[src/rtl/falafel_lsu.sv]
// falafel_lsu: translates one header_req_t at a time into word accesses on a single-master memory port.
// Latency (zero-wait memory, accept = cycle 0): LOAD 5, EDIT_SIZE_AND_NEXT_ADDR 3, EDIT_NEXT_ADDR 2, UNLOCK 2, LOCK (free) 4.
// Backpressure: lsu_ready_o is high only in IDLE; memory requests hold stable until mem_gnt_i, one transaction outstanding.
//
// Ports:
//   clk_i, rst_ni                  clock, asynchronous active-low reset
//   req_from_core_i / lsu_ready_o  core request {header, lsu_op, val} and accept qualifier
//   rsp_to_core_o                  {header, val}; val pulses for one cycle on completion
//   mem_*                          single-master memory port; mem_excl_o locks the arbiter during LOCK

package falafel_pkg;
    localparam int DATA_W = 32;

    typedef logic [2:0] lsu_op_t;
    localparam lsu_op_t OP_LOAD           = 3'd0;
    localparam lsu_op_t OP_EDIT_SIZE_NEXT = 3'd1;
    localparam lsu_op_t OP_EDIT_NEXT      = 3'd2;
    localparam lsu_op_t OP_LOCK           = 3'd3;
    localparam lsu_op_t OP_UNLOCK         = 3'd4;

    typedef struct packed {
        logic [DATA_W-1:0] addr;
        logic [DATA_W-1:0] size;
        logic [DATA_W-1:0] next_addr;
    } header_t;

    typedef struct packed {
        header_t header;
        lsu_op_t lsu_op;
        logic    val;
    } header_req_t;

    typedef struct packed {
        header_t header;
        logic    val;
    } header_rsp_t;
endpackage

module falafel_lsu #(
    parameter int                DATA_W       = falafel_pkg::DATA_W,
    parameter int                WORD_BYTES   = DATA_W / 8,
    parameter logic [DATA_W-1:0] LOCK_ADDR    = '0,
    parameter int                RETRY_CYCLES = 4
) (
    input  logic                     clk_i,
    input  logic                     rst_ni,
    input  falafel_pkg::header_req_t req_from_core_i,
    output logic                     lsu_ready_o,
    output falafel_pkg::header_rsp_t rsp_to_core_o,
    output logic                     mem_req_o,
    output logic                     mem_we_o,
    output logic [DATA_W-1:0]        mem_addr_o,
    output logic [DATA_W-1:0]        mem_wdata_o,
    output logic                     mem_excl_o,
    input  logic                     mem_gnt_i,
    input  logic                     mem_rvalid_i,
    input  logic [DATA_W-1:0]        mem_rdata_i
);

    localparam logic [3:0] IDLE       = 4'd0;
    localparam logic [3:0] RD_SIZE    = 4'd1;
    localparam logic [3:0] RD_SIZE_W  = 4'd2;
    localparam logic [3:0] RD_NEXT    = 4'd3;
    localparam logic [3:0] RD_NEXT_W  = 4'd4;
    localparam logic [3:0] WR_SIZE    = 4'd5;
    localparam logic [3:0] WR_NEXT    = 4'd6;
    localparam logic [3:0] LK_RD      = 4'd7;
    localparam logic [3:0] LK_RD_W    = 4'd8;
    localparam logic [3:0] LK_WR      = 4'd9;
    localparam logic [3:0] LK_BACKOFF = 4'd10;
    localparam logic [3:0] UNLK_WR    = 4'd11;
    localparam logic [3:0] RSP        = 4'd12;

    localparam int CNT_W = (RETRY_CYCLES > 1) ? $clog2(RETRY_CYCLES) : 1;

    logic [3:0]                state_q;
    falafel_pkg::header_t      hdr_q;
    falafel_pkg::lsu_op_t      op_q;
    logic [CNT_W-1:0]          cnt_q;
    logic [DATA_W-1:0]         next_field_addr;
    logic                      echo_hdr;

    // next_addr field sits one word above the header; wraps modulo 2^DATA_W.
    assign next_field_addr = hdr_q.addr + DATA_W'(WORD_BYTES);

    // Only header ops return a header; LOCK/UNLOCK/unknown ops return zero.
    assign echo_hdr = (op_q == falafel_pkg::OP_LOAD) ||
                      (op_q == falafel_pkg::OP_EDIT_SIZE_NEXT) ||
                      (op_q == falafel_pkg::OP_EDIT_NEXT);

    always_ff @(posedge clk_i or negedge rst_ni) begin
        if (!rst_ni) begin
            state_q <= IDLE;
            hdr_q   <= '0;
            op_q    <= '0;
            cnt_q   <= '0;
        end else begin
            case (state_q)
                IDLE: begin
                    if (req_from_core_i.val) begin
                        hdr_q <= req_from_core_i.header;
                        op_q  <= req_from_core_i.lsu_op;
                        case (req_from_core_i.lsu_op)
                            falafel_pkg::OP_LOAD:           state_q <= RD_SIZE;
                            falafel_pkg::OP_EDIT_SIZE_NEXT: state_q <= WR_SIZE;
                            falafel_pkg::OP_EDIT_NEXT:      state_q <= WR_NEXT;
                            falafel_pkg::OP_LOCK:           state_q <= LK_RD;
                            falafel_pkg::OP_UNLOCK:         state_q <= UNLK_WR;
                            default:                        state_q <= RSP;
                        endcase
                    end
                end
                RD_SIZE:   if (mem_gnt_i) state_q <= RD_SIZE_W;
                RD_SIZE_W: begin
                    if (mem_rvalid_i) begin
                        hdr_q.size <= mem_rdata_i;
                        state_q    <= RD_NEXT;
                    end
                end
                RD_NEXT:   if (mem_gnt_i) state_q <= RD_NEXT_W;
                RD_NEXT_W: begin
                    if (mem_rvalid_i) begin
                        hdr_q.next_addr <= mem_rdata_i;
                        state_q         <= RSP;
                    end
                end
                WR_SIZE:   if (mem_gnt_i) state_q <= WR_NEXT;
                WR_NEXT:   if (mem_gnt_i) state_q <= RSP;
                LK_RD:     if (mem_gnt_i) state_q <= LK_RD_W;
                LK_RD_W: begin
                    if (mem_rvalid_i) begin
                        if (mem_rdata_i == '0) begin
                            state_q <= LK_WR;
                        end else begin
                            cnt_q   <= CNT_W'(RETRY_CYCLES - 1);
                            state_q <= LK_BACKOFF;
                        end
                    end
                end
                LK_BACKOFF: begin
                    if (cnt_q == '0) state_q <= LK_RD;
                    else             cnt_q   <= cnt_q - 1'b1;
                end
                LK_WR:     if (mem_gnt_i) state_q <= RSP;
                UNLK_WR:   if (mem_gnt_i) state_q <= RSP;
                RSP:       state_q <= IDLE;
                default:   state_q <= IDLE;
            endcase
        end
    end

    // All outputs decode from state so reset clears them without waiting for a clock.
    always_comb begin
        mem_req_o   = 1'b0;
        mem_we_o    = 1'b0;
        mem_addr_o  = '0;
        mem_wdata_o = '0;
        mem_excl_o  = 1'b0;
        case (state_q)
            RD_SIZE: begin
                mem_req_o  = 1'b1;
                mem_addr_o = hdr_q.addr;
            end
            RD_NEXT: begin
                mem_req_o  = 1'b1;
                mem_addr_o = next_field_addr;
            end
            WR_SIZE: begin
                mem_req_o   = 1'b1;
                mem_we_o    = 1'b1;
                mem_addr_o  = hdr_q.addr;
                mem_wdata_o = hdr_q.size;
            end
            WR_NEXT: begin
                mem_req_o   = 1'b1;
                mem_we_o    = 1'b1;
                mem_addr_o  = next_field_addr;
                mem_wdata_o = hdr_q.next_addr;
            end
            LK_RD: begin
                mem_req_o  = 1'b1;
                mem_addr_o = LOCK_ADDR;
                mem_excl_o = 1'b1;
            end
            LK_RD_W: mem_excl_o = 1'b1;
            LK_WR: begin
                mem_req_o   = 1'b1;
                mem_we_o    = 1'b1;
                mem_addr_o  = LOCK_ADDR;
                mem_wdata_o = DATA_W'(1);
                mem_excl_o  = 1'b1;
            end
            UNLK_WR: begin
                mem_req_o   = 1'b1;
                mem_we_o    = 1'b1;
                mem_addr_o  = LOCK_ADDR;
            end
            default: ;
        endcase
    end

    always_comb begin
        lsu_ready_o          = (state_q == IDLE);
        rsp_to_core_o        = '0;
        rsp_to_core_o.val    = (state_q == RSP);
        if ((state_q == RSP) && echo_hdr) begin
            rsp_to_core_o.header = hdr_q;
        end
    end

endmodule

[config.mk]
export PLATFORM = sky130hd
export DESIGN_NAME = falafel_lsu
export DESIGN_NICKNAME = d
export VERILOG_FILES = /design/src/rtl/falafel_lsu.sv
export SDC_FILE = /design/constraint.sdc
export NUM_CORES = 1
export LEC_CHECK = 0
export ABC_AREA = 1
export BUFFER_PORTS_ARGS = -buffer_cell sky130_fd_sc_hd__buf_2
export CAP_MARGIN = 15
export CORE_UTILIZATION = 44
export DETAILED_ROUTE_END_ITERATION = 10
export PLACE_DENSITY = 0.78
export SLEW_MARGIN = 20
export SYNTH_ARGS = -nofsm -noshare
export SYNTH_HDL_FRONTEND = slang
export SYNTH_SLANG_ARGS = --single-unit
[constraint.sdc]
create_clock -name clk_i -period 1.69 [get_ports clk_i]
set_clock_uncertainty 0.05 [all_clocks]
set_input_delay 0.338 -clock clk_i [delete_from_list [all_inputs] [get_ports clk_i]]
set_output_delay 0.338 -clock clk_i [all_outputs]
set_load 0.005 [all_outputs]
==> impl_metrics.csv <==
group,metric,value,unit
finish,antenna_cells,0,
critical_path,end_kind,"output port",
synthesis,syn_avg_cell_area,6.70,um2
clocking,cts_root_buffer,"clkbuf_16",
floorplan,fp.dieW,129,um
run_status,status,"finished with violations",
power_and_ir_drop,power.switching,9070,uW
route,vias_per_cell,5.38,
power_and_ir_drop,p_seq_share,23.0,%
synthesis,synth_top_area_share,37.2,%
floorplan,core,15400,um2
synthesis,syn-num-nets,1191,
synthesis,syn_inst,1053,
finish,area_delta_synth_final,55.4,%
clocking,htreeDepth,3,
critical_path,cpMostUsedCell,"nand2_4",
timing,post-route-min-period,2.34,ns
clocking,cts_num_sinks,105,
finish,nets,1604,
global_route,grtUsageTotal,33.4,%
floorplan,initial_core_util,45.8,%
worst_hold_path,hp-class,"in -> reg",
power_and_ir_drop,p_comb_share,66.4,%
critical_path,r2r_slack,-0.14,ns
route,drc_errors,0,
synthesis,synth_seq_cells,105,
power_and_ir_drop,power,19200,uW
run_status,failed_checks,"negative setup slack",
critical_path,cp.arrival,1.95,ns
route,wl_per_cell,16.9,um
power_and_ir_drop,p_int,10100,uW
critical_path,worstPathMaxFanout,4,
route,dr.pass1.iters,6,
power_and_ir_drop,power.share.clock,10.6,%
critical_path,path_depth,12,
floorplan,die-area,16600,um2
synthesis,synthTopCellsByArea,"dfrtp_1 37%, nand2_1 11%, nor2_1 11%",
synthesis,netlist_area,7060,um2
finish,mostFrequentLayoutCell,"buf_2",
global_route,antenna_found_initial,0,
route,drtIter0Drc,820,
critical_path,reg2reg_depth,11,
clocking,clk_pin_slew,0.07,ns
power_and_ir_drop,leakage,0.00585,uW
global_route,grt_pass1_vias,8595,
finish,drive_above_1_share,43.0,%
placement,place_ws,-0.279,ns
timing,max-slew-margin-rel,79.5,%
synthesis,synth_cell_types,36,
floorplan,rows,45,
clocking,cts_buffers,9,
global_route,globalRouteOverflowTotal,0,
timing,worst_slack,-0.649,ns
floorplan,io-pin-count,301,
timing,max_freq,427,MHz
global_route,grt_max_degree,54,
placement,portBuffers,300,
critical_path,cp_num_buf_inv,4,
critical_path,required,1.30,ns
power_and_ir_drop,switching_share,47.3,%
critical_path,cpLargestDelayFamily,"simple AND/OR/NAND/NOR gates",
timing,fin_crit_sh,138,%
timing,drv_slew,0,
power_and_ir_drop,power.density,1750,nW/um2
critical_path,path_cells,"ha_4 -> nand2_4 -> nor2_4 -> nand2_4 -> inv_4 -> nand2_4 -> inv_4 -> buf_6 -> nand3_2 -> nand3_2 -> o21ai_2 -> buf_2",
synthesis,yosysTopAreaCell,"dfrtp_1",
synthesis,yosysSeqAreaShare,37.2,%
route,wirelength,28500,um
placement,finalWeightedCongestion,0.948,
global_route,grt_pass1_wl,42800,um
placement,dp_hpwl,20000,um
critical_path,path_class,"reg -> out",
run,max_cap_viol_count,0,
route,vias,9043,
timing,final-hold-violation-count,0,
clocking,cts_tree,"done",
clocking,cts.path.max_buffers,2,
power_and_ir_drop,vdd_drop_max,0.000735,V
worst_hold_path,holdPathStages,3,
timing,worst-slew-pin-transition,0.308,ns
critical_path,critPathMaxStageDelay,0.44,ns
critical_path,worst_setup_path_start_kind,"register",
route,postRouteAntennaNets,0,
finish,final_cell_mix,"298 x buf_2, 172 x nand2_1, 150 x nor2_1",
timing,rsz0062_at_grt,"yes",
clocking,insertion_delay,0.36,ns
floorplan,chipHeight,129,um
timing,setup_violations,236,
critical_path,worst_path_max_delay_cell,"dfrtp_1",
synthesis,ys_warn_count,0,
## final timing paths
kind | start | endpoint
hold reg to reg | op_q[2] | op_q[2]
max in group asynchronous | rst_ni | hdr_q[0]
hold / removal | req_from_core_i[98] | hdr_q[94]
min in group asynchronous | rst_ni | hdr_q[8]
setup / recovery | hdr_q[67] | mem_addr_o[18]
setup reg to reg | state_q[0] | hdr_q[43]
## worst min-delay path, delay by kind of cell
family / cells / cell delay (ns)
simple gates: 1 / 0.03
buf+inv: 1 / 0.07
compound gates: 1 / 0.10
## stage by stage
step	utilization, %	instance area, um2	hold WS [ns]	std cells	setup TNS, ns
finish	71.1	11000	0.171	1682	-84.24
global route	71.1	11000	0.172	1682	-106.02
CTS	69.0	10700	0.164	1673	-80.81
detailed placement	63.2	9750	0.164	1637	-23.84
global placement	63.2	9750	0.170	1637	-17.05
floorplan	-	7140	-0.00759	1053	-0.244
## power by group through the flow
stage                     clock network (uW)  registers [uW]  logic [uW]
final                                   2030            4420       12700
after global routing                    2150            4540       13700
after CTS                               2070            4340       11600
after detailed placement                   0            4350       10300
after global placement                     0            4290       10100
after floorplan                            0            4260        5650
## logic make-up after synthesis
kind of cell             after synthesis  synth area share, %
AND/OR/NAND/NOR                      482                 28.0
AO/OA/AOI/OAI                        240                 20.4
XOR/XNOR                               2                0.248
adder cells (fa/ha/maj)                2                0.354
multiplexers                           1                0.160
buffers and inverters                221                 13.6
flip-flops                           105                 37.2
## sequential cells by signal (all words and copies together), names as in the netlist
signal   flops
hdr_q       96
state_q      4
op_q         3
cnt_q        2
## synth_stat cells (all sizes together)
library cell,count
nand4,11
a32o,1
inv,166
mux2,1
nor2,210
xor2,2
dfrtp,105
buf,45
o221ai,1
a21oi,39
a22oi,3
clkbuf,10
o21ai,91
o22ai,36
ha,2
nand3b,1
a2bb2oi,1
o211ai,65
a31oi,3
nor3,13
nand2,213
nand3,34
## per-layer routing
metal  up-vias  part of all wire, %  track usage, %
met3       140                  8.7            7.40
met1      4096                   37            37.6
met5         -                    0               0
li1       4227                    -               -
met4         0                  5.0            19.6
met2       580                   50            58.2
## cell type report
class | count | area, um2
fillers | 1221 | 4460
inverters | 166 | 641
well taps | 211 | 264
clock inverters | 5 | 40.0
multi-input cells | 727 | 4100
flip-flops and latches | 105 | 2630
repair buffers | 457 | 3060
clock buffers | 11 | 233
## timing repair
| action | in CTS | in global routing |
|---|---|---|
| endpoints found under the hold margin | 13 | 0 |
| setup endpoints to repair | 235 | 254 |
| resized for setup | 132 | 65 |
| gates cloned | 2 | 0 |
| setup buffers | 20 | 10 |
| hold buffers | 1 | 0 |
| pin swaps | 46 | 31 |
(Power assumes the default switching activity.)
